===== src/rtl/dsp_mac_pkg.sv =====
// Shared constants for the DSP48A1 multiply-accumulate sequencer.
// FSM encodings, OPMODE words and the fixed slice latency live here.
package dsp_mac_pkg;
    localparam int PIPE_LAT = 3;

    // X=M, Z=0 for the first product; X=M, Z=P for every later one
    localparam logic [7:0] OPMODE_FIRST = 8'h01;
    localparam logic [7:0] OPMODE_ACC   = 8'h09;

    typedef logic [1:0] state_t;
    localparam state_t ST_IDLE  = 2'd0;
    localparam state_t ST_LOAD  = 2'd1;
    localparam state_t ST_DRAIN = 2'd2;
    localparam state_t ST_DONE  = 2'd3;
endpackage


===== src/rtl/dsp_mac_vpipe.sv =====
// Two-stage valid/first tracker that shadows the DSP A1->M->P register chain.
// v1 marks a live product entering M, f1 flags the first one, v2 a live P update.
module dsp_mac_vpipe (
    input  logic clk,
    input  logic rst_n,
    input  logic accept,
    input  logic first,
    output logic v1,
    output logic f1,
    output logic v2
);
    logic v1_q, v1_d;
    logic f1_q, f1_d;
    logic v2_q, v2_d;

    always_comb begin
        v1_d = accept;
        f1_d = accept & first;
        v2_d = v1_q;
    end

    always_ff @(posedge clk or negedge rst_n) begin
        if (!rst_n) begin
            v1_q <= 1'b0;
            f1_q <= 1'b0;
            v2_q <= 1'b0;
        end else begin
            v1_q <= v1_d;
            f1_q <= f1_d;
            v2_q <= v2_d;
        end
    end

    assign v1 = v1_q;
    assign f1 = f1_q;
    assign v2 = v2_q;
endmodule


===== src/rtl/dsp_mac_sequencer.sv =====
// Drives one DSP48A1 slice (A1/B1/M/P/OPMODE registered) as a dot-product engine.
// in_valid/in_ready: a pair transfers on a rising edge where both are high; in_ready depends only on state.
module dsp_mac_sequencer
    import dsp_mac_pkg::*;
#(
    parameter int LEN_W = 12
) (
    input  logic             CLK,
    input  logic             RSTN,
    input  logic             start,
    input  logic [LEN_W-1:0] len,
    output logic             busy,
    input  logic             in_valid,
    output logic             in_ready,
    input  logic [17:0]      in_a,
    input  logic [17:0]      in_b,
    output logic             res_valid,
    output logic [47:0]      res_data,
    output logic [17:0]      dsp_A,
    output logic [17:0]      dsp_B,
    output logic [7:0]       dsp_OPMODE,
    output logic             dsp_CEA,
    output logic             dsp_CEB,
    output logic             dsp_CEM,
    output logic             dsp_CEOPMODE,
    output logic             dsp_CEP,
    output logic             dsp_RSTP,
    output logic             dsp_RSTM,
    input  logic [47:0]      dsp_P,
    output logic [1:0]       dbg_state
);
    localparam logic [1:0] DRAIN_INIT = 2'(PIPE_LAT - 1);

    state_t           state_q, state_d;
    logic [LEN_W-1:0] rem_q, rem_d;
    logic             first_q, first_d;
    logic [1:0]       drain_q, drain_d;
    logic             start_acc, accept;
    logic             v1, f1, v2;

    assign start_acc = (state_q == ST_IDLE) && start;
    assign in_ready  = (state_q == ST_LOAD);
    assign accept    = in_valid && in_ready;

    always_comb begin
        state_d = state_q;
        rem_d   = rem_q;
        first_d = first_q;
        drain_d = drain_q;
        case (state_q)
            ST_IDLE: begin
                if (start) begin
                    rem_d   = len;
                    first_d = 1'b1;
                    drain_d = DRAIN_INIT;
                    state_d = (len == '0) ? ST_DRAIN : ST_LOAD;
                end
            end
            ST_LOAD: begin
                if (accept) begin
                    rem_d   = rem_q - LEN_W'(1);
                    first_d = 1'b0;
                    if (rem_q == LEN_W'(1)) state_d = ST_DRAIN;
                end
            end
            // Count out the slice latency so a zero-length run still reports on the same schedule
            ST_DRAIN: begin
                if (drain_q != 2'd0) drain_d = drain_q - 2'd1;
                else if (!v1 && !v2) state_d = ST_DONE;
            end
            ST_DONE: state_d = ST_IDLE;
            default: state_d = ST_IDLE;
        endcase
    end

    always_ff @(posedge CLK or negedge RSTN) begin
        if (!RSTN) begin
            state_q <= ST_IDLE;
            rem_q   <= '0;
            first_q <= 1'b0;
            drain_q <= 2'd0;
        end else begin
            state_q <= state_d;
            rem_q   <= rem_d;
            first_q <= first_d;
            drain_q <= drain_d;
        end
    end

    dsp_mac_vpipe u_vpipe (
        .clk    (CLK),
        .rst_n  (RSTN),
        .accept (accept),
        .first  (first_q),
        .v1     (v1),
        .f1     (f1),
        .v2     (v2)
    );

    assign busy         = (state_q != ST_IDLE);
    assign res_valid    = (state_q == ST_DONE);
    assign res_data     = dsp_P;
    assign dsp_A        = in_a;
    assign dsp_B        = in_b;
    assign dsp_CEA      = accept;
    assign dsp_CEB      = accept;
    assign dsp_CEM      = v1;
    assign dsp_CEOPMODE = v1;
    assign dsp_CEP      = v2;
    assign dsp_OPMODE   = f1 ? OPMODE_FIRST : OPMODE_ACC;
    // Clearing P/M on the start cycle lets the first product load into a zeroed accumulator
    assign dsp_RSTP     = ~RSTN | start_acc;
    assign dsp_RSTM     = ~RSTN | start_acc;
    assign dbg_state    = state_q;
endmodule


===== config.mk =====
export PLATFORM = sky130hd
export DESIGN_NAME = dsp_mac_sequencer
export DESIGN_NICKNAME = d
export VERILOG_FILES = /design/src/rtl/dsp_mac_pkg.sv /design/src/rtl/dsp_mac_vpipe.sv /design/src/rtl/dsp_mac_sequencer.sv
export SDC_FILE = /design/constraint.sdc
export NUM_CORES = 1
export LEC_CHECK = 0
export CAP_MARGIN = 20
export CORE_ASPECT_RATIO = 2
export CORE_UTILIZATION = 32
export DETAILED_ROUTE_END_ITERATION = 8
export GPL_TIMING_DRIVEN = 0
export PLACE_DENSITY = 0.93
export SLEW_MARGIN = 20
export SYNTH_ARGS = -nofsm -noshare
export SYNTH_HDL_FRONTEND = slang
export SYNTH_SLANG_ARGS = --single-unit
export TNS_END_PERCENT = 50

===== constraint.sdc =====
create_clock -name CLK -period 3.1 [get_ports CLK]
set_clock_uncertainty 0.05 [all_clocks]
set_input_delay 0.62 -clock CLK [delete_from_list [all_inputs] [get_ports CLK]]
set_output_delay 0.62 -clock CLK [all_outputs]
set_load 0.01 [all_outputs]

==> results.toml <==
[clocking]
post-cts-setup-buffers = 0
htree_levels = 1
cts.sinks = 20
clk_pin_slew_ns = 0.05
insertion_delay_ns = 0.25
clock_path_buffers = 2
cts_buffers = 3
cts_tree = "done"
cts_root_buf = "clkbuf_16"

[yosys]
ys_ff_latch = 20
synth_edf_count = 0
netlist_top_cells_count = "buf_4 (94), dfrtp_1 (20), inv_1 (12), a21oi_1 (11), nand2_1 (11)"
netlist-cell-type-count = 43
async_reset_ff_share_pct = 100
synth_top_cell_by_area = "buf_4"
yosysTopAreaCellShare_pct = 34.8
synth.most_common_cell = "buf_4"
synth_ff_type = "dfrtp_1"
syn_area_um2 = 2030
syn_area_per_cell_um2 = 8.34
yosys_warnings = 0
synth_seq_area_share_pct = 24.7
synthCells = 243
synthTopCellsByArea = "buf_4 (35%), dfrtp_1 (25%), ha_1 (4.9%)"

[global_routing]
grt_pass1_vias = 2064
grt_pass1_wl_um = 8970
antenna_found_initial = 0
gr-total-overflow = 0
grt_max_degree = 22
groute.usage.overall_pct = 17.6

[die]
pin_count = 204
die-area_um2 = 6680
core_um2 = 6060
initial_core_util_pct = 33.5
dieHeight_um = 115
rows = 40
die_x_um = 58.3

[worst_setup_path]
worstSetupStartpointType = "register"
r2r-end = "rem_q[11]$_DFFE_PN0P_"
r2r_setup_slack_ns = 1.03
endpoint = "dsp_CEB"
reg2regPathDepth = 8
cpMaxStageDelayCell = "clkdlybuf4s50_1"
critPathMaxStageDelay_ns = 0.53
worstPathRequired_ns = 2.43
crit_chain = "inv_1 > ha_1 > buf_6 > clkbuf_8 > and2_1 > buf_4 > clkdlybuf4s50_1"
crit_start = "dbg_state[1]$_DFFE_PN0P_"
cp_data_arrival_time_ns = 2.24
cp_max_fo = 10
critPathCaptureType = "output pin"
r2r_start = "dbg_state[1]$_DFFE_PN0P_"
path_class = "reg -> out"

[cells_and_area]
drive_gt1_share_pct = 30.6
utilization_pct = 55.2
fin_cells = 447
final_nets = 473
diodes = 0
synthToLayoutAreaGrowth_pct = 64.9

[power_and_ir_drop]
power.density_nw_per_um2 = 618
p_seq_share_pct = 25.1
power_leakage_uw = 0.00150
p_int_uw = 1220
power_frac_comb_pct = 62.2
power_switching_uw = 842
fin_total_pwr_uw = 2070
irDropWorstVdd_mv = 0.361
swShare_pct = 40.8
clockPowerShare_pct = 12.7

[detailed_routing]
wl_met2_um = 3440
wl_met3_um = 701
wl_per_cell_um = 13.9
vias = 2094
top_layer_used = "met4"
final_antenna_net_count = 0
via_per_inst = 4.68
drcViolationCount = 0
dr.first_iter.drc_count = 28
wl_met1_um = 1870
drt-total-wl_um = 6210
dr.pass1.iters = 5

[placed_design]
hpwl_um = 5230
port_buffers = 112
gp_congestion = 0.943
post-place-ws_ns = -0.236
place_inst = 444

[hold_path]
hold_path_class = "in -> async"

[sta]
hold_violations = 0
layout_setup_ws_ns = 0.190
final.period_utilization_pct = 93.9
rsz0062_at_grt = "no"
fin_crit_ns = 2.91
finalSetupViolCount = 0
fmax_mhz = 344
drv_slew = 0

[run_status]
status = "complete, no violations"

[flow_run]
drv_cap = 0
worst min path at each step:
stage	from	to	slack, ns	depth (start not counted)
CTS	u_vpipe.v1$_DFF_PN0_	u_vpipe.v2$_DFF_PN0_	0.40	0
global placement	u_vpipe.v1$_DFF_PN0_	u_vpipe.v2$_DFF_PN0_	0.38	0
detailed placement	u_vpipe.v1$_DFF_PN0_	u_vpipe.v2$_DFF_PN0_	0.38	0
global route	RSTN	rem_q[1]$_DFFE_PN0P_	0.32	1
floorplan	RSTN	dbg_state[0]$_DFFE_PN0P_	0.27	0
finish	RSTN	rem_q[1]$_DFFE_PN0P_	0.27	1
placed cells by master (no fill, tap or decap), types with 2 or more instances in the layout:
cell type,netlist,routed
or4_1,2,2
ha_1,8,8
o21ai_0,10,10
or3b_2,2,2
o32ai_1,2,2
conb_1,2,7
mux2i_1,5,5
or2_2,3,3
o211ai_1,2,2
dfrtp_1,20,20
or3_1,2,2
clkbuf_16,0,3
buf_2,2,3
nand3_1,3,3
nand4_1,3,3
nor3_1,4,4
and3_1,2,2
buf_4,94,94
clkdlybuf4s50_1,0,111
nor4_1,3,3
clkbuf_1,2,2
clkbuf_8,2,2
o22a_1,2,2
a31oi_1,3,3
a21oi_1,11,11
nand2_1,11,11
o22ai_1,6,6
nor2_1,9,9
inv_1,12,12
kinds of logic (layout without fill, tap and decap cells):
kind of cell | after synthesis | in the layout | share of synthesized area (%)
multiplexers | 6 | 6 | 3.02
AO/OA/AOI/OAI | 44 | 44 | 13.8
AND/OR/NAND/NOR | 50 | 50 | 13.4
flip-flops | 20 | 20 | 24.7
buffers and inverters | 113 | 228 | 39.8
other | 2 | 7 | 0.371
adder cells (fa/ha/maj) | 8 | 8 | 4.94
stage by stage:
step / TNS (ns) / hold WS (ns) / area, µm²
floorplan: 0 / 0.274 / 2050
finish: 0 / 0.272 / 3340
global placement: -0.310 / 0.378 / 3270
CTS: 0 / 0.400 / 3350
detailed placement: -0.360 / 0.385 / 3270
global route: 0 / 0.321 / 3340
sequential cells by signal, summed over array words and instances, names as in the netlist:
register / cells
dbg_state: 2
drain_q: 2
first_q: 1
rem_q: 12
u_vpipe.f1: 1
u_vpipe.v1: 1
u_vpipe.v2: 1
cell type report:
type | instances | area [µm²]
buffer | 101 | 762
clock buffer | 3 | 75.1
fill | 566 | 2710
inverter | 12 | 45.0
multi-input combinational | 115 | 738
sequential | 20 | 500
tap | 84 | 105
timing repair buffer | 112 | 1120
routing by layer:
layer | global-route usage, % | up-vias
met5 | 0 | -
met4 | 8.10 | 0
met3 | 3.16 | 22
met2 | 37.4 | 189
met1 | 14.2 | 913
li1 | - | 970
timing repair:
| action | CTS | global route |
|---|---|---|
| endpoints found under the hold margin | 0 | 0 |
| resized for setup | 1 | 0 |
| hold buffers | 0 | 0 |
| setup endpoints to repair | 2 | 0 |
power by group through the flow:
stage	Combinational (µW)	Clock [µW]	Sequential, µW
2_1_floorplan	833	0	493
3_3_place_gp	1230	0	509
3_5_place_dp	1270	0	518
4_1_cts	1290	265	516
5_1_grt	1410	269	540
6_report	1290	263	518
worst max-delay path: cells and delay by family, from the launching register on:
kind          cells  cell delay, ns
buf+inv           5            1.11
simple gates      1            0.22
fa+ha+maj         1            0.23
flops             1            0.42
(Power assumes the default switching activity.)
